**config.mk**
```make
export PLATFORM = sky130hd
export DESIGN_NAME = locked_reg_reader
export DESIGN_NICKNAME = d
export VERILOG_FILES = /design/src/rtl/locked_reg_pkg.sv /design/src/rtl/locked_viol_counter.sv /design/src/rtl/locked_reg_reader.sv
export SDC_FILE = /design/constraint.sdc
export NUM_CORES = 1
export LEC_CHECK = 0
export CELL_PAD_IN_SITES_DETAIL_PLACEMENT = 0
export CELL_PAD_IN_SITES_GLOBAL_PLACEMENT = 1
export CORE_ASPECT_RATIO = 1.25
export CORE_MARGIN = 2
export CORE_UTILIZATION = 27
export CTS_CLUSTER_SIZE = 12
export DETAILED_ROUTE_END_ITERATION = 8
export MAX_ROUTING_LAYER = met4
export PLACE_DENSITY_LB_ADDON = 0.1
export SYNTH_ARGS = -nofsm -noshare
export SYNTH_HDL_FRONTEND = slang
export SYNTH_HIERARCHICAL = 1
export SYNTH_SLANG_ARGS = --single-unit
```
**constraint.sdc**
```tcl
create_clock -name Clk -period 2.4 [get_ports Clk]
set_input_delay 0.6 -clock Clk [delete_from_list [all_inputs] [get_ports Clk]]
set_output_delay 0.6 -clock Clk [all_outputs]
set_load 0.05 [all_outputs]
```
**src/rtl/locked_reg_pkg.sv**
```systemverilog
// ---------------------------------------------------------------------------
// locked_reg_pkg
// Shared definitions for the locked register reader: FSM state encoding and
// the default sizing/threshold values used by locked_reg_reader and
// locked_viol_counter.
// ---------------------------------------------------------------------------
package locked_reg_pkg;

  localparam int NREG_DEF        = 4;
  localparam int DW_DEF          = 16;
  localparam int VIOL_THRESH_DEF = 3;
  localparam int VIOL_CNT_W      = 8;

  typedef enum logic [1:0] {
    ST_IDLE  = 2'd0,
    ST_CHECK = 2'd1,
    ST_RESP  = 2'd2
  } state_e;

endpackage

```
**src/rtl/locked_viol_counter.sv**
```systemverilog
// ---------------------------------------------------------------------------
// locked_viol_counter
// Saturating count of denied accesses plus a sticky alert that rises the
// cycle after the count reaches THRESH and stays high until reset.
//
// Ports:
//   Clk    in   clock, rising edge
//   resetn in   synchronous active-low reset
//   inc    in   count one denied access this cycle
//   cnt    out  saturating denied-access count
//   alert  out  sticky security alert
// ---------------------------------------------------------------------------
module locked_viol_counter
  import locked_reg_pkg::*;
#(
  parameter int W      = VIOL_CNT_W,
  parameter int THRESH = VIOL_THRESH_DEF
) (
  input  logic         Clk,
  input  logic         resetn,
  input  logic         inc,
  output logic [W-1:0] cnt,
  output logic         alert
);

  localparam logic [W-1:0] THRESH_W = W'(THRESH);

  logic [W-1:0] cnt_q, cnt_d;
  logic         alert_q, alert_d;

  always_comb begin
    cnt_d = cnt_q;
    if (inc && (cnt_q != '1)) begin
      cnt_d = cnt_q + 1'b1;
    end
    // Looks at the registered count, so alert lags the count by one cycle.
    alert_d = alert_q | (cnt_q >= THRESH_W);
  end

  always_ff @(posedge Clk) begin
    if (!resetn) begin
      cnt_q   <= '0;
      alert_q <= 1'b0;
    end else begin
      cnt_q   <= cnt_d;
      alert_q <= alert_d;
    end
  end

  assign cnt   = cnt_q;
  assign alert = alert_q;

endmodule

```
**src/rtl/locked_reg_reader.sv**
```systemverilog
// ---------------------------------------------------------------------------
// locked_reg_reader
// Privilege-checked read port over a bank of lockable registers.
// Three-state FSM:
//   state    | meaning
//   ST_IDLE  | ready; rd_req captures address and privilege flags
//   ST_CHECK | evaluate lock/privilege/range, register response, count denial
//   ST_RESP  | rd_valid high, response held until rd_ack
//
// Ports:
//   Clk, resetn        clock / synchronous active-low reset
//   rd_req, rd_addr    request and register index (sampled in IDLE only)
//   trusted, untrusted requester privilege flags
//   reg_data           packed register contents, reg i at [i*DW +: DW]
//   lock_status        per-register lock bit, 1 = locked
//   rd_ack             consumer accepts the response (RESP only)
//   rd_ready           request can be accepted
//   rd_valid           response valid
//   rd_data, rd_err    read data / access denied
//   viol_cnt, alert    saturating denial count / sticky alert
// ---------------------------------------------------------------------------
module locked_reg_reader
  import locked_reg_pkg::*;
#(
  parameter  int NREG        = NREG_DEF,
  parameter  int DW          = DW_DEF,
  parameter  int VIOL_THRESH = VIOL_THRESH_DEF,
  localparam int AW          = (NREG > 1) ? $clog2(NREG) : 1
) (
  input  logic               Clk,
  input  logic               resetn,
  input  logic               rd_req,
  input  logic [AW-1:0]      rd_addr,
  input  logic               trusted,
  input  logic               untrusted,
  input  logic [NREG*DW-1:0] reg_data,
  input  logic [NREG-1:0]    lock_status,
  input  logic               rd_ack,
  output logic               rd_ready,
  output logic               rd_valid,
  output logic [DW-1:0]      rd_data,
  output logic               rd_err,
  output logic [7:0]         viol_cnt,
  output logic               alert
);

  localparam logic [31:0] NREG_U = 32'(NREG);

  state_e        state_q, state_d;
  logic [AW-1:0] addr_q, addr_d;
  logic          trusted_q, trusted_d;
  logic          untrusted_q, untrusted_d;
  logic [DW-1:0] data_q, data_d;
  logic          err_q, err_d;

  logic [DW-1:0] sel_data;
  logic          sel_locked;
  logic          in_range;
  logic          priv;
  logic          deny;
  logic          viol_inc;

  // Explicit compare-and-select keeps the mux in range for any NREG.
  always_comb begin
    sel_data   = '0;
    sel_locked = 1'b0;
    for (int i = 0; i < NREG; i++) begin
      if (addr_q == AW'(i)) begin
        sel_data   = reg_data[i*DW +: DW];
        sel_locked = lock_status[i];
      end
    end
  end

  assign in_range = ({{(32-AW){1'b0}}, addr_q} < NREG_U);
  // Only the clean trusted-without-untrusted encoding grants privilege.
  assign priv     = trusted_q & ~untrusted_q;
  assign deny     = ~in_range | (sel_locked & ~priv);

  always_comb begin
    state_d     = state_q;
    addr_d      = addr_q;
    trusted_d   = trusted_q;
    untrusted_d = untrusted_q;
    data_d      = data_q;
    err_d       = err_q;
    viol_inc    = 1'b0;
    case (state_q)
      ST_IDLE: begin
        if (rd_req) begin
          addr_d      = rd_addr;
          trusted_d   = trusted;
          untrusted_d = untrusted;
          state_d     = ST_CHECK;
        end
      end
      ST_CHECK: begin
        data_d   = deny ? '0 : sel_data;
        err_d    = deny;
        viol_inc = deny;
        state_d  = ST_RESP;
      end
      ST_RESP: begin
        if (rd_ack) begin
          state_d = ST_IDLE;
        end
      end
      default: state_d = ST_IDLE;
    endcase
  end

  always_ff @(posedge Clk) begin
    if (!resetn) begin
      state_q     <= ST_IDLE;
      addr_q      <= '0;
      trusted_q   <= 1'b0;
      untrusted_q <= 1'b0;
      data_q      <= '0;
      err_q       <= 1'b0;
    end else begin
      state_q     <= state_d;
      addr_q      <= addr_d;
      trusted_q   <= trusted_d;
      untrusted_q <= untrusted_d;
      data_q      <= data_d;
      err_q       <= err_d;
    end
  end

  locked_viol_counter #(
    .W      (8),
    .THRESH (VIOL_THRESH)
  ) u_viol (
    .Clk    (Clk),
    .resetn (resetn),
    .inc    (viol_inc),
    .cnt    (viol_cnt),
    .alert  (alert)
  );

  assign rd_ready = (state_q == ST_IDLE);
  assign rd_valid = (state_q == ST_RESP);
  assign rd_data  = data_q;
  assign rd_err   = err_q;

endmodule

```
==> results.rst <==
.. list-table::
   :header-rows: 1

   * - Metric
     - Value
   * - Clock-pin slew on the worst setup and hold paths
     - 0.07 ns
   * - H-tree depth
     - 2
   * - Shortest period the worst path allows
     - 2.29 ns
   * - Type of element capturing the critical path
     - output pin
   * - Design area
     - 2930 um2
   * - Post-synth top flop
     - sky130_fd_sc_hd__dfxtp_1
   * - Multiplexer share of the synthesized area
     - 27.7%
   * - Count of cell types in the netlist
     - 40
   * - TritonRoute pass-1 iters
     - 4
   * - Static leakage
     - 1.07 nW
   * - Number of placed instances, taps included
     - 324
   * - Startpoint of the worst hold path
     - rd_data[12]
   * - Die Area
     - a little under 7000 um2
   * - Number of warnings reported in the yosys synthesis log
     - 6
   * - Resize count post-CTS
     - 0
   * - Synth area leaders
     - sky130_fd_sc_hd__dfxtp_1 (38%), sky130_fd_sc_hd__mux4_2 (12%), sky130_fd_sc_hd__mux4_1 (11%), sky130_fd_sc_hd__a32o_1 (9.5%), sky130_fd_sc_hd__mux2i_1 (4.8%)
   * - Buffers plus inverters on the worst setup path
     - 1
   * - Post-route clock skew
     - 0.00441 ns
   * - Mapped Avg Cell Area
     - 12.1 um2
   * - Worst Hold Class
     - reg2reg
   * - Area Overhead vs Synth
     - 73.8%
   * - Endpoint of the worst hold path
     - rd_data[12]
   * - Endpoint required time on the critical path
     - 1.80 ns
   * - Largest net degree at the start of global routing
     - 18
   * - CTS max path bufs
     - 2
   * - Depth of the worst register-to-register path
     - 7
   * - HPWL reported at the end of detailed placement
     - 3960 um
   * - Total negative slack for setup checks
     - 0 ns
   * - Setup violations, final
     - 0
   * - Placement Rows
     - 32
   * - Arrival time of data at the critical path endpoint
     - between 1.5 and 2 ns
   * - DRC marker count from the first detailed-route iteration
     - 47
   * - Total global routing track utilization
     - 15.4%
   * - CTS Hold Buffers Added
     - 0
   * - Final core occ
     - 48.1%
   * - Fraction of the mapped netlist area in simple logic gates
     - 11.7%
   * - Max Fclk
     - ~440 MHz
   * - Most common library cells after synthesis
     - sky130_fd_sc_hd__dfxtp_1 (32), sky130_fd_sc_hd__a32o_1 (16), sky130_fd_sc_hd__mux4_2 (9)
   * - Syn Nets
     - 216
   * - Vias
     - 1624
   * - Crit path largest cell delay
     - 0.87 ns
   * - Post-detailed-routing wire length
     - 4920 um
   * - Pint
     - approximately 0.0011 W
   * - GPL Wtd Cong
     - 0.844
   * - Worst vdd rail ir drop
     - roughly 0.00026 V
   * - Count of pins on the block boundary
     - 104
   * - Antenna Nets Post-Route
     - 0
   * - Share of power burned in registers
     - 37.7%
   * - Number of DRC violations after detailed routing
     - 0
   * - Outcome
     - finished clean
   * - Slew of the pin with the lowest slew margin
     - 0.667 ns
   * - Family with the most delay on the worst path
     - buffers and inverters
   * - Initial core utilization
     - 27.7%
   * - First-pass GRT wire length
     - 7730 um
   * - Share of the synthesized area in the top cell type
     - 38.0%
   * - Dpl cell area
     - 2800 um2
   * - Power density cells
     - about 510 nW/um2
   * - Hold violation count in the final report
     - 0
   * - Clock latency on the worst-skew pair
     - 0.28 ns
   * - GRT Residual Overflow
     - 0
   * - Count of state elements after synthesis
     - 32
   * - Compound-gate portion of the synthesized area
     - 16.0%
   * - Number of violations of the max-capacitance limit
     - 0
   * - Buffers on Ports
     - a little over 100
   * - CTS tree
     - yes
   * - Cell-by-cell trace of the critical path
     - clkdlybuf4s50_1
   * - Setup Fix Bufs, Post-CTS
     - 0
   * - Final Max Slew Viols
     - 0
   * - Share of synthesized cell area in full adder, half adder and majority cells
     - less than 1%
   * - Sequential share of the synthesized area
     - 38.0%
   * - Register-to-register path setup slack
     - around 0.60 ns
   * - WL per Instance
     - 14.8 um
   * - Worst setup SP type
     - flip-flop
   * - Worst slew margin relative to its limit
     - 55.6%
   * - Worst reg2reg endpoint
     - u_viol/cnt[6]
   * - Share of power burned in combinational logic
     - 24.7%
   * - Most frequent cell after synthesis
     - sky130_fd_sc_hd__dfxtp_1
   * - Y dimension of the die
     - 92.3 um
   * - Via count of the first global-routing pass
     - 1629
   * - Switching power
     - about 0.00037 W
   * - Critical-path cell with the highest stage delay
     - sky130_fd_sc_hd__clkdlybuf4s50_1
   * - Initial antenna violation count
     - 0
   * - Diodes inserted
     - 0
   * - Share of the clock period used by the worst path after layout
     - 95.6%
   * - Final layout net count
     - 323
   * - Hold-critical path depth
     - 1
   * - Combinational family with the most area after synthesis
     - multiplexers
   * - Std-Cell Core Area
     - 6090 um2
   * - Proportion of layout cells with a drive suffix above 1
     - 11.7%
   * - Count of flip-flops with a built-in enable after synthesis
     - 0
   * - Post-synthesis instance total
     - 139
   * - Area leader, netlist
     - sky130_fd_sc_hd__dfxtp_1
   * - Switching Fraction
     - 24.4%
   * - Clock Tree Root
     - sky130_fd_sc_hd__clkbuf_8
   * - Start of the worst register-to-register path
     - addr_q[1]
   * - Category of the critical setup timing path
     - reg2out
   * - Die extent in x
     - 74.7 um
   * - Post-detailed-route via-to-cell ratio
     - 4.89
   * - Number of inserted filler cells in the final layout
     - 607
   * - Fraction of power consumed by the clock network
     - roughly 38%
   * - Filler-free cell count of the finished design
     - 332
   * - Setup repair after global routing missed its margin
     - no
   * - Post-Syn Area
     - 1690 um2
   * - Fraction of synthesized cell area in xor and xnor cells
     - 0%
   * - Number of CTS-inserted buffers
     - 5
   * - Number of clock sinks
     - 32
   * - Share of synthesized flip-flops with an asynchronous set or reset
     - 0%
   * - Worst-path maximum fanout
     - 11
==> cell usage in the layout, fill, tap and decap left out, drive strengths merged, types with 5 or more instances in the layout <==
master	synthesis	routed
mux2i	8	8
nor2	9	9
mux4	16	16
buf	8	8
clkbuf	3	7
dfxtp	32	32
inv	5	5
a32o	16	16
a21oi	5	5
clkdlybuf4s50	0	103
==> routing by layer <==
layer	global-route usage (%)	part of all wire (%)
met2	25.9	52
met1	17.0	39
met5	-	0
met4	4.46	1.2
met3	5.33	7.8
==> worst max-delay path by stage <==
stage | end | startpoint | cells after the start | slack [ns]
2_1_floorplan | u_viol/cnt[4] | lock_status[3] | 7 | 0.55
3_3_place_gp | u_viol/cnt[6] | lock_status[1] | 8 | 0.05
3_5_place_dp | u_viol/cnt[6] | lock_status[1] | 8 | 0.01
4_1_cts | viol_cnt[3] | u_viol/cnt[3] | 1 | 0.09
5_1_grt | viol_cnt[3] | u_viol/cnt[3] | 1 | 0.03
6_report | viol_cnt[3] | u_viol/cnt[3] | 1 | 0.11
==> power by group through the flow <==
stage | Clock, W | Sequential [W] | Combinational [W]
CTS | 0.000583 | 0.000566 | 0.000376
finish | 0.000564 | 0.000565 | 0.000371
global placement | 0 | 0.000577 | 0.000374
global route | 0.000604 | 0.000569 | 0.000395
detailed placement | 0 | 0.000577 | 0.000375
floorplan | 0 | 0.000624 | 0.000147
==> stage by stage <==
stage | hold WS [ns] | power, W | setup WS, ns
after floorplan | 0.452 | 0.000771 | 0.546
after global placement | 0.448 | 0.000951 | 0.0467
after detailed placement | 0.455 | 0.000953 | 0.0133
after CTS | 0.471 | 0.00152 | 0.0944
after global routing | 0.500 | 0.00157 | 0.0309
final | 0.466 | 0.00150 | 0.107
==> registers in the layout, summed over array words and instances (netlist names) <==
register	count
rd_data	16
u_viol/cnt	8
addr_q	2
state_q	2
rd_err	1
trusted_q	1
u_viol/alert	1
untrusted_q	1
==> layout make-up <==
type | count | area, um2 | share of cell area, %
Clock buffer | 7 | 96.3 | 3.29
Clock inverter | 1 | 30.0 | 1.03
Inverter | 5 | 18.8 | 0.641
Multi-Input combinational cell | 91 | 946 | 32.3
Sequential cell | 32 | 641 | 21.9
Tap cell | 85 | 106 | 3.63
Timing Repair Buffer | 111 | 1090 | 37.2
==> cell families after synthesis <==
group	count (synthesis)
buffers and inverters	16
muxes	24
AOI/OAI and AO/OA	32
DFF	32
adders and majority gates	1
and+or+nand+nor	34
No activity file was read; power rests on OpenSTA's default activity.
